**src/rtl/poly_tomont_pkg.sv**
```systemverilog
// -----------------------------------------------------------------------------
// poly_tomont_pkg
// Shared Kyber arithmetic definitions for the polynomial Montgomery-entry
// block and its reduction pipeline.
//   KYBER_N       coefficients per polynomial
//   KYBER_Q       Kyber modulus
//   KYBER_QINV    q^-1 mod 2^16 as a signed 16-bit value, so that
//                 (p*QINV mod 2^16)*q has the same low 16 bits as p
//   KYBER_R2MODQ  2^32 mod q; multiplying by it before a Montgomery
//                 reduction lands the result at a*2^16 mod q
//   coeff_t       signed 16-bit coefficient
//   prod_t        signed 32-bit product
//   state_t       polynomial sequencing states
// -----------------------------------------------------------------------------
package poly_tomont_pkg;

    localparam int KYBER_N      = 256;
    localparam int KYBER_Q      = 3329;
    localparam int KYBER_QINV   = -3327;
    localparam int KYBER_R2MODQ = 1353;

    typedef logic signed [15:0] coeff_t;
    typedef logic signed [31:0] prod_t;

    typedef enum logic [1:0] {
        ST_IDLE  = 2'd0,
        ST_RUN   = 2'd1,
        ST_DRAIN = 2'd2
    } state_t;

endpackage

```
**src/rtl/poly_tomont_if.sv**
```systemverilog
// -----------------------------------------------------------------------------
// poly_tomont_if
// Coefficient stream bundle for poly_tomont: an input valid/ready channel and
// an output valid/ready channel with an end-of-polynomial marker.
//   in_valid / in_ready / in_data        coefficient into the block
//   out_valid / out_ready / out_data     Montgomery-form coefficient out
//   out_last                             marks coefficient index N-1
// The master modport is the environment (feeds inputs, accepts outputs);
// the slave modport is the converter itself.
// -----------------------------------------------------------------------------
interface poly_tomont_if;
    import poly_tomont_pkg::*;

    logic   in_valid;
    logic   in_ready;
    coeff_t in_data;

    logic   out_valid;
    logic   out_ready;
    coeff_t out_data;
    logic   out_last;

    modport master (
        output in_valid,
        output in_data,
        output out_ready,
        input  in_ready,
        input  out_valid,
        input  out_data,
        input  out_last
    );

    modport slave (
        input  in_valid,
        input  in_data,
        input  out_ready,
        output in_ready,
        output out_valid,
        output out_data,
        output out_last
    );

endinterface

```
**src/rtl/poly_tomont_mont_reduce_pipe.sv**
```systemverilog
// -----------------------------------------------------------------------------
// poly_tomont_mont_reduce_pipe
// Two registered stages of signed Montgomery reduction: for a 32-bit product
// p with |p| < q*2^15 it produces p*2^-16 mod q in [-(q-1), q-1].
// Written to be reusable by the basemul datapath as well.
//   clk        rising-edge clock
//   reset      asynchronous, active-low reset
//   en         advance both stages; when low every register holds
//   in_valid   p_in carries a product this cycle
//   p_in       signed 32-bit product to reduce
//   out_valid  out_data carries a reduced coefficient
//   out_data   signed reduced coefficient
// -----------------------------------------------------------------------------
module poly_tomont_mont_reduce_pipe
    import poly_tomont_pkg::*;
#(
    parameter int Q    = KYBER_Q,
    parameter int QINV = KYBER_QINV
) (
    input  logic   clk,
    input  logic   reset,
    input  logic   en,
    input  logic   in_valid,
    input  prod_t  p_in,
    output logic   out_valid,
    output coeff_t out_data
);

    localparam logic [15:0] QINV_LO = 16'(QINV);
    localparam prod_t       Q_P     = prod_t'(Q);

    logic [15:0] u_lo;
    coeff_t      u;
    coeff_t      v_hi;

    logic        s2_valid;
    coeff_t      s2_p_hi;
    coeff_t      s2_v_hi;

    // u only needs the low 16 bits of p*QINV, so a 16x16 truncated multiply
    // is enough. v = u*q agrees with p in its low 16 bits, which means
    // (p - v) >>> 16 equals p_hi - v_hi exactly: only the upper halves need
    // to be carried into the last stage.
    always_comb begin
        u_lo = p_in[15:0] * QINV_LO;
        u    = coeff_t'(u_lo);
        v_hi = coeff_t'((prod_t'(u) * Q_P) >>> 16);
    end

    // Data registers load only alongside a valid beat so a stalled or idle
    // output keeps presenting the last real coefficient.
    always_ff @(posedge clk or negedge reset) begin
        if (!reset) begin
            s2_valid  <= 1'b0;
            s2_p_hi   <= '0;
            s2_v_hi   <= '0;
            out_valid <= 1'b0;
            out_data  <= '0;
        end else if (en) begin
            s2_valid  <= in_valid;
            out_valid <= s2_valid;
            if (in_valid) begin
                s2_p_hi <= p_in[31:16];
                s2_v_hi <= v_hi;
            end
            if (s2_valid) begin
                out_data <= s2_p_hi - s2_v_hi;
            end
        end
    end

endmodule

```
**src/rtl/poly_tomont.sv**
```systemverilog
// -----------------------------------------------------------------------------
// poly_tomont
// Streams one Kyber polynomial of N coefficients into the Montgomery domain:
// out = a*2^16 mod q, computed as the Montgomery reduction of a*R2MODQ.
// Three-stage pipeline (multiply, then two reduction stages) with a global
// stall driven by the output side.
//   clk        rising-edge clock
//   reset      asynchronous, active-low reset
//   start      one-cycle pulse arming a new polynomial (only honoured in IDLE)
//   busy       high while a polynomial is being accepted or drained
//   done       one-cycle pulse after the final output handshake
//   bus        coefficient stream (slave side), see poly_tomont_if
// -----------------------------------------------------------------------------
module poly_tomont
    import poly_tomont_pkg::*;
#(
    parameter int N      = KYBER_N,
    parameter int Q      = KYBER_Q,
    parameter int QINV   = KYBER_QINV,
    parameter int R2MODQ = KYBER_R2MODQ
) (
    input  logic         clk,
    input  logic         reset,
    input  logic         start,
    output logic         busy,
    output logic         done,
    poly_tomont_if.slave bus
);

    localparam int             CW       = (N > 1) ? $clog2(N) : 1;
    localparam logic [CW-1:0]  LAST_IDX = CW'(N - 1);
    localparam logic [CW-1:0]  CNT_ONE  = CW'(1);
    localparam prod_t          R2_P     = prod_t'(R2MODQ);

    state_t        state;
    logic [CW-1:0] in_cnt;
    logic [CW-1:0] out_cnt;

    logic          advance;
    logic          in_ready;
    logic          in_hs;
    logic          out_hs;

    logic          s1_valid;
    prod_t         s1_p;

    logic          pipe_valid;
    coeff_t        pipe_data;

    // The whole pipeline moves together: it advances whenever the output
    // register is empty or being taken this cycle.
    assign advance  = bus.out_ready || !pipe_valid;
    assign in_ready = (state == ST_RUN) && advance;
    assign in_hs    = bus.in_valid && in_ready;
    assign out_hs   = pipe_valid && bus.out_ready;

    assign bus.in_ready  = in_ready;
    assign bus.out_valid = pipe_valid;
    assign bus.out_data  = pipe_data;
    assign bus.out_last  = pipe_valid && (out_cnt == LAST_IDX);

    // S1: scale by 2^32 mod q; |a*R2MODQ| < 2^26 so 32 bits never overflow.
    always_ff @(posedge clk or negedge reset) begin
        if (!reset) begin
            s1_valid <= 1'b0;
            s1_p     <= '0;
        end else if (advance) begin
            s1_valid <= in_hs;
            if (in_hs) begin
                s1_p <= prod_t'(bus.in_data) * R2_P;
            end
        end
    end

    // S2/S3: Montgomery reduction of the scaled product.
    poly_tomont_mont_reduce_pipe #(
        .Q    (Q),
        .QINV (QINV)
    ) u_reduce (
        .clk       (clk),
        .reset     (reset),
        .en        (advance),
        .in_valid  (s1_valid),
        .p_in      (s1_p),
        .out_valid (pipe_valid),
        .out_data  (pipe_data)
    );

    // Sequencing: RUN accepts N inputs, DRAIN waits for N outputs.
    // A start seen while done is still high belongs to the cycle the
    // previous polynomial is finishing in, so it is dropped.
    always_ff @(posedge clk or negedge reset) begin
        if (!reset) begin
            state   <= ST_IDLE;
            in_cnt  <= '0;
            out_cnt <= '0;
            busy    <= 1'b0;
            done    <= 1'b0;
        end else begin
            done <= 1'b0;
            case (state)
                ST_IDLE: begin
                    in_cnt  <= '0;
                    out_cnt <= '0;
                    if (start && !done) begin
                        state <= ST_RUN;
                        busy  <= 1'b1;
                    end
                end
                ST_RUN: begin
                    if (in_hs) begin
                        in_cnt <= in_cnt + CNT_ONE;
                        if (in_cnt == LAST_IDX) begin
                            state <= ST_DRAIN;
                        end
                    end
                    if (out_hs) begin
                        out_cnt <= out_cnt + CNT_ONE;
                    end
                end
                ST_DRAIN: begin
                    if (out_hs) begin
                        out_cnt <= out_cnt + CNT_ONE;
                        if (out_cnt == LAST_IDX) begin
                            state <= ST_IDLE;
                            busy  <= 1'b0;
                            done  <= 1'b1;
                        end
                    end
                end
                default: begin
                    state <= ST_IDLE;
                    busy  <= 1'b0;
                end
            endcase
        end
    end

endmodule

```
**src/flat_wrapper.sv**
```systemverilog
// flat-port wrapper written by rule: the top's interface ports become plain ports
module poly_tomont_flat import poly_tomont_pkg::*;
#(
    parameter int N      = KYBER_N,
    parameter int Q      = KYBER_Q,
    parameter int QINV   = KYBER_QINV,
    parameter int R2MODQ = KYBER_R2MODQ
)
  (clk, reset, start, busy, done, bus_in_valid, bus_in_data, bus_out_ready, bus_in_ready, bus_out_valid, bus_out_data, bus_out_last);
  poly_tomont_if bus_i ();
  input  logic clk;
  input  logic reset;
  input  logic start;
  output logic busy;
  output logic done;
  input wire logic [$bits(bus_i.in_valid)-1:0] bus_in_valid;
  input wire logic [$bits(bus_i.in_data)-1:0] bus_in_data;
  input wire logic [$bits(bus_i.out_ready)-1:0] bus_out_ready;
  output wire logic [$bits(bus_i.in_ready)-1:0] bus_in_ready;
  output wire logic [$bits(bus_i.out_valid)-1:0] bus_out_valid;
  output wire logic [$bits(bus_i.out_data)-1:0] bus_out_data;
  output wire logic [$bits(bus_i.out_last)-1:0] bus_out_last;
  assign bus_i.in_valid = bus_in_valid;
  assign bus_i.in_data = bus_in_data;
  assign bus_i.out_ready = bus_out_ready;
  assign bus_in_ready = bus_i.in_ready;
  assign bus_out_valid = bus_i.out_valid;
  assign bus_out_data = bus_i.out_data;
  assign bus_out_last = bus_i.out_last;
  poly_tomont #(.N(N), .Q(Q), .QINV(QINV), .R2MODQ(R2MODQ)) u_core (.clk(clk), .reset(reset), .start(start), .busy(busy), .done(done), .bus(bus_i));
endmodule
```
**config.mk**
```make
export PLATFORM = sky130hd
export DESIGN_NAME = poly_tomont_flat
export DESIGN_NICKNAME = d
export VERILOG_FILES = /design/src/rtl/poly_tomont_pkg.sv /design/src/rtl/poly_tomont_if.sv /design/src/rtl/poly_tomont_mont_reduce_pipe.sv /design/src/rtl/poly_tomont.sv /design/src/flat_wrapper.sv
export SDC_FILE = /design/constraint.sdc
export NUM_CORES = 1
export LEC_CHECK = 0
export BUFFER_PORTS_ARGS = -buffer_cell sky130_fd_sc_hd__buf_2
export CAP_MARGIN = 5
export CELL_PAD_IN_SITES_DETAIL_PLACEMENT = 1
export CELL_PAD_IN_SITES_GLOBAL_PLACEMENT = 1
export CORE_MARGIN = 2
export CORE_UTILIZATION = 45
export DETAILED_ROUTE_END_ITERATION = 8
export GPL_ROUTABILITY_DRIVEN = 0
export PLACE_DENSITY_LB_ADDON = 0.12
export SETUP_SLACK_MARGIN = 0.05
export SLEW_MARGIN = 10
export SYNTH_ARGS = -nofsm -noshare
export SYNTH_HDL_FRONTEND = slang
export SYNTH_SLANG_ARGS = --single-unit
```
**constraint.sdc**
```tcl
create_clock -name clk -period 7.7 [get_ports clk]
set_clock_uncertainty 0.05 [all_clocks]
set_input_delay 0.385 -clock clk [delete_from_list [all_inputs] [get_ports clk]]
set_output_delay 0.385 -clock clk [all_outputs]
set_load 0.05 [all_outputs]
```
# Yosys cells after proc, flatten, opt, wreduce, memory -nomap -nowiden
# Index checks and enable logic that the tools add are counted.
[word_totals]
register_bits = 103
in_bits = 21
out_inout_bits = 21
elab_cells = 65
[classes]
add_sub_neg = 3
multipliers = 3
eq_ne = 10
n_mux = 17
n_bitwise = 1
n_reduce_logical = 19
[op_table]
columns = ["cell", "count"]
rows = [
  ["$pmux 8 s2", 2],
  ["$mul 16x13->29 const B", 1],
  ["$mul 16x12->28 const B", 1],
  ["$add 8x1->8 const B", 2],
  ["$eq 8x8->1 const B", 2],
  ["$mul 16x13->16 const B", 1],
  ["$mux 8", 2],
  ["$sub 16x16->16", 1],
  ["$mux 2", 5],
  ["$ne 2x1->1 const B", 5],
  ["$reduce_and 2->1", 5],
  ["$mux 1", 6],
  ["$pmux 2 s3", 1],
  ["$logic_and 1x1->1", 5],
  ["$reduce_and 5->1", 1],
  ["$reduce_and 4->1", 1],
  ["$reduce_bool 2->1", 2],
  ["$pmux 1 s3", 1],
  ["$eq 2x1->1 const B", 1],
  ["$eq 2x2->1 const B", 1],
  ["$logic_not 1->1", 2],
  ["$logic_not 2->1", 1],
  ["$ne 2x2->1 const B", 1],
  ["$reduce_or 2->1", 1],
  ["2 further kinds", 2],
]

# Logic depth before layout (Yosys ltp)
[logic_depth]
depth_word = 6
depth_mapped = 27
depth_no_buf = 27

# Hierarchy
# From an unflattened synthesis, not the netlist that was laid out.
[hier_totals]
hier_cells = 1136
area_unflattened_um2 = 10709.0
[modules_own_cells]
columns = ["module", "instances", "cells_per_inst", "area_each_um2", "seq_area_each_um2"]
rows = [
  ["poly_tomont", 1, 584, 5371.4, 1226.2],
  ["poly_tomont_mont_reduce_pipe", 1, 552, 5337.6, 1176.1],
]

# Worst setup path before layout
# Ideal clock, no wire load.
[synth_timing]
kind = "register to register"
start = "register u_core.s1_p[4]"
end = "register u_core.u_reduce.s2_v_hi[14]"
setup_ns = 0.096
t_arrival_ns = 7.530
required_ns = 7.554
setup_slack_ns = 0.024
stages_incl_launch_ff = 28
n_path_buf = 0
period_less_slack_ns = 7.676
cell_sequence = "dfrtp_1 ha_1 fa_1 inv_1 fa_1 inv_1 fa_1 ha_1 ha_1 ha_1 a21o_1 a21oi_1 xnor2_1 xor2_2 inv_1 ha_1 xnor2_1 xnor2_1 ha_1 inv_1 fa_1 inv_1 ha_1 ha_1 and3_1 nand3_1 and4_1 o31ai_1"
[synth_via]
elab_chain_len = 2
[synth_rtl]
columns = ["item", "line_no", "text"]
rows = [
  ["start: declaration", "poly_tomont.sv:45", "prod_t s1_p;"],
  ["start signal: assignment", "poly_tomont.sv:70", "s1_p <= prod_t'(bus.in_data) * R2_P;"],
  ["$mul 16x13->16", "poly_tomont_mont_reduce_pipe.sv:45", "u_lo = p_in[15:0] * QINV_LO;"],
  ["$mul 16x13->29", "poly_tomont_mont_reduce_pipe.sv:47", "v_hi = coeff_t'((prod_t'(u) * Q_P) >>> 16);"],
  ["end signal: assignment", "poly_tomont_mont_reduce_pipe.sv:64", "s2_v_hi <= v_hi;"],
  ["end: declaration", "poly_tomont_mont_reduce_pipe.sv:38", "coeff_t s2_v_hi;"],
]
# No other way between the ends.
# A chain may end at the register's enable or synchronous reset.

# Worst setup path after layout
# Ends and elaborated chain as after synthesis.

==> results.py <==
metrics = {
    "status": {
        "status": "finished, violations left",
        "failed_checks": "negative hold slack",
    },
    "sta": {
        "finalCritPeriodShare": 0.939,
        "rsz0062_at_grt": "no",
        "worst_pin_slew_ns": 0.985,
        "finalHoldViolations": 10,
        "setup_viol": 0,
        "max_freq_mhz": 138,
        "maxSlewHeadroom": 0.341,
        "fin_setup_tns_ns": 0,
        "final.min_clock_period_ns": 7.23,
        "holdWs_ns": -0.0148,
        "final_max_slew_viol_count": 0,
    },
    "setup_path": {
        "crit_path_end_kind": "register",
        "path_buf_inv": 5,
        "crit_required_ns": 7.91,
        "startpoint_type": "register",
        "crit_arrival_ns": 7.44,
        "cp_max_fo": 4,
        "slowest_delay_ns": 0.54,
        "rrSetupSlack_ns": 0.47,
        "crit_type": "register to register",
        "critPathTopFamily": "adder cells",
        "critPathSlowestCell": "fa_1",
        "cp_common_cell": "ha_1",
    },
    "clock_network": {
        "clkTransAtPathRegs_ns": 0.08,
        "htreeDepth": 3,
        "clk_latency_ns": 0.35,
        "cts.path.max_buffers": 2,
        "clock-sinks": 92,
        "cts_buffers": 9,
        "clockRootBuffer": "clkbuf_16",
        "holdBufCountCts": 0,
        "cts_tree": "done",
    },
    "route": {
        "drt-initial-drc-count": 260,
        "vias": 7205,
        "postRouteAntennaNets": 0,
        "avgRoutedWirePerCell_um": 15.9,
        "drt-vias-per-instance": 5.19,
        "drc": 0,
        "wl_um": 22000,
        "firstDrtPassIters": 4,
    },
    "synth": {
        "syn_avg_cell_area_um2": 9.57,
        "ys_top_cells_by_count": "204 x ha_1, 199 x inv_1, 92 x dfrtp_1",
        "synth_most_common_cell": "ha_1",
        "synth-seq-area-share": 0.227,
        "ys_ff_latch": 92,
        "ys_warn_count": 0,
        "ys_top_cells_by_area": "ha_1 25%, dfrtp_1 23%, fa_1 16%",
        "synth_top_area_frac": 0.252,
        "yosys.area.top_type": "ha_1",
        "ys_async_sr_fraction": 1.00,
        "synth_cell_types": 63,
        "synth-edff-count": 0,
        "syn-num-nets": 1367,
        "syn_area_mm2": 0.0101,
        "netlist_instances": 1060,
        "synth-main-ff-cell": "dfrtp_1",
    },
    "floorplanning": {
        "ioPinCount": 42,
        "fp.dieW_um": 154,
        "dieArea_mm2": 0.0238,
        "core_mm2": 0.0220,
        "row_count": 54,
        "initial_core_util": 0.462,
        "die_y_um": 154,
    },
    "global_routing": {
        "grt_pass1_wl_um": 38300,
        "grt_pass1_vias": 7894,
        "grt.overflow.total": 0,
        "antenna_found_initial": 0,
        "grt_max_degree": 54,
        "grt_use_total": 0.199,
    },
    "finish": {
        "fillers": 2538,
        "register_area_mm2": 0.00230,
        "multi_input_area_mm2": 0.00704,
        "syn_to_final_growth_pct": 8.43,
        "drive_gt1_frac": 0.0839,
        "insertedDiodeCount": 0,
        "layout.nets": 1410,
    },
    "placement": {
        "place_hpwl_um": 18200,
        "place.port_buffers": 41,
    },
    "job": {
        "maxCapViolCount": 0,
    },
    "min_path": {
        "hold_class": "input port to async pin",
    },
}
[final timing paths]
kind / to / start / depth (start not counted)
setup / recovery: u_core.u_reduce.s2_v_hi[14] / u_core.s1_p[4] / 27
hold / removal: u_core.u_reduce.out_data[12] / reset / 1
setup reg to reg: u_core.u_reduce.s2_v_hi[14] / u_core.s1_p[4] / 27
hold reg to reg: u_core.u_reduce.out_data[5] / u_core.u_reduce.out_data[5] / 2
max in group asynchronous: u_core.s1_p[0] / reset / 2
min in group clk: u_core.done / bus_out_ready / 2
[layer usage]
metal,vias to the layer above,global-route usage,wire (um)
met5,-,0,0
met4,0,0.0676,490
met3,30,0.0169,389
met2,75,0.353,10600
met1,3478,0.256,10500
li1,3622,-,-
[through the flow]
stage / util / cell area, um2 / worst slack [ns] / hold WS [ns] / cells
2_1_floorplan: - / 10200 / 0.301 / 0.0394 / 1060
3_3_place_gp: 0.487 / 10700 / 0.511 / 0.388 / 1371
3_5_place_dp: 0.487 / 10700 / 0.418 / 0.392 / 1371
4_1_cts: 0.501 / 11000 / 0.335 / 0.00449 / 1387
5_1_grt: 0.501 / 11000 / 0.0780 / 0.0307 / 1388
6_report: 0.501 / 11000 / 0.472 / -0.0148 / 1388
[cell usage in the layout (no fill, tap or decap), types with 24 or more instances in the layout]
| master | instances |
|---|---|
| a21oi_1 | 39 |
| ha_1 | 204 |
| nand2_1 | 88 |
| xor2_1 | 24 |
| inv_1 | 198 |
| fa_1 | 82 |
| xnor2_1 | 30 |
| nand3_1 | 24 |
| nor2_1 | 36 |
| o21ai_0 | 61 |
| dfrtp_1 | 92 |
| buf_2 | 40 |
[flip-flops by register name (all words and copies together), names as in the netlist]
| name | count |
|---|---|
| u_core.u_reduce.out_data | 16 |
| u_core.in_cnt | 8 |
| u_core.s1_p | 28 |
| u_core.busy | 1 |
| u_core.out_cnt | 8 |
| u_core.state | 2 |
| u_core.u_reduce.out_valid | 1 |
| u_core.u_reduce.s2_p_hi | 12 |
| u_core.s1_valid | 1 |
| u_core.u_reduce.s2_v_hi | 13 |
| u_core.u_reduce.s2_valid | 1 |
| u_core.done | 1 |
[timing repair]
item	in CTS	in global routing
endpoints found under the setup margin	0	4
buffers inserted	0	1
resized for setup	0	2
[layout make-up]
type                       count  share of cell area
clock buffer                   9              0.0205
clock inverter                 7             0.00671
inverter                     200              0.0686
multi-input combinational    753               0.640
sequential                    92               0.209
tap                          280              0.0318
timing repair buffer          47              0.0230
[logic make-up after synthesis]
| family | share of synthesized area |
|---|---|
| adders and majority gates | 0.413 |
| DFF | 0.227 |
| and+or+nand+nor | 0.104 |
| xor gates and xnor gates | 0.0482 |
| muxes | 0.0155 |
| AOI/OAI and AO/OA | 0.112 |
| buffers and inverters | 0.0803 |
[worst reg2reg max path, stage by stage (launching register included)]
cell and delay [ns]:
dfrtp_1 0.44, ha_1 0.37, fa_1 0.51, inv_1 0.06, fa_1 0.54, inv_1 0.05, fa_1 0.45, ha_1 0.31
ha_1 0.30, ha_1 0.34, a21o_1 0.17, a21oi_1 0.17, xnor2_1 0.24, xor2_4 0.20, clkinvlp_4 0.17, ha_1 0.33
xnor2_1 0.14, xnor2_1 0.13, ha_1 0.28, inv_1 0.05, fa_1 0.50, inv_1 0.05, ha_1 0.28, ha_1 0.32
and3_1 0.16, nand3_1 0.11, and4_1 0.21, o31ai_1 0.21
Power is left out: the tool's default activity adds up to more than one toggle a clock period on the data nets, which glitch-free logic cannot reach.
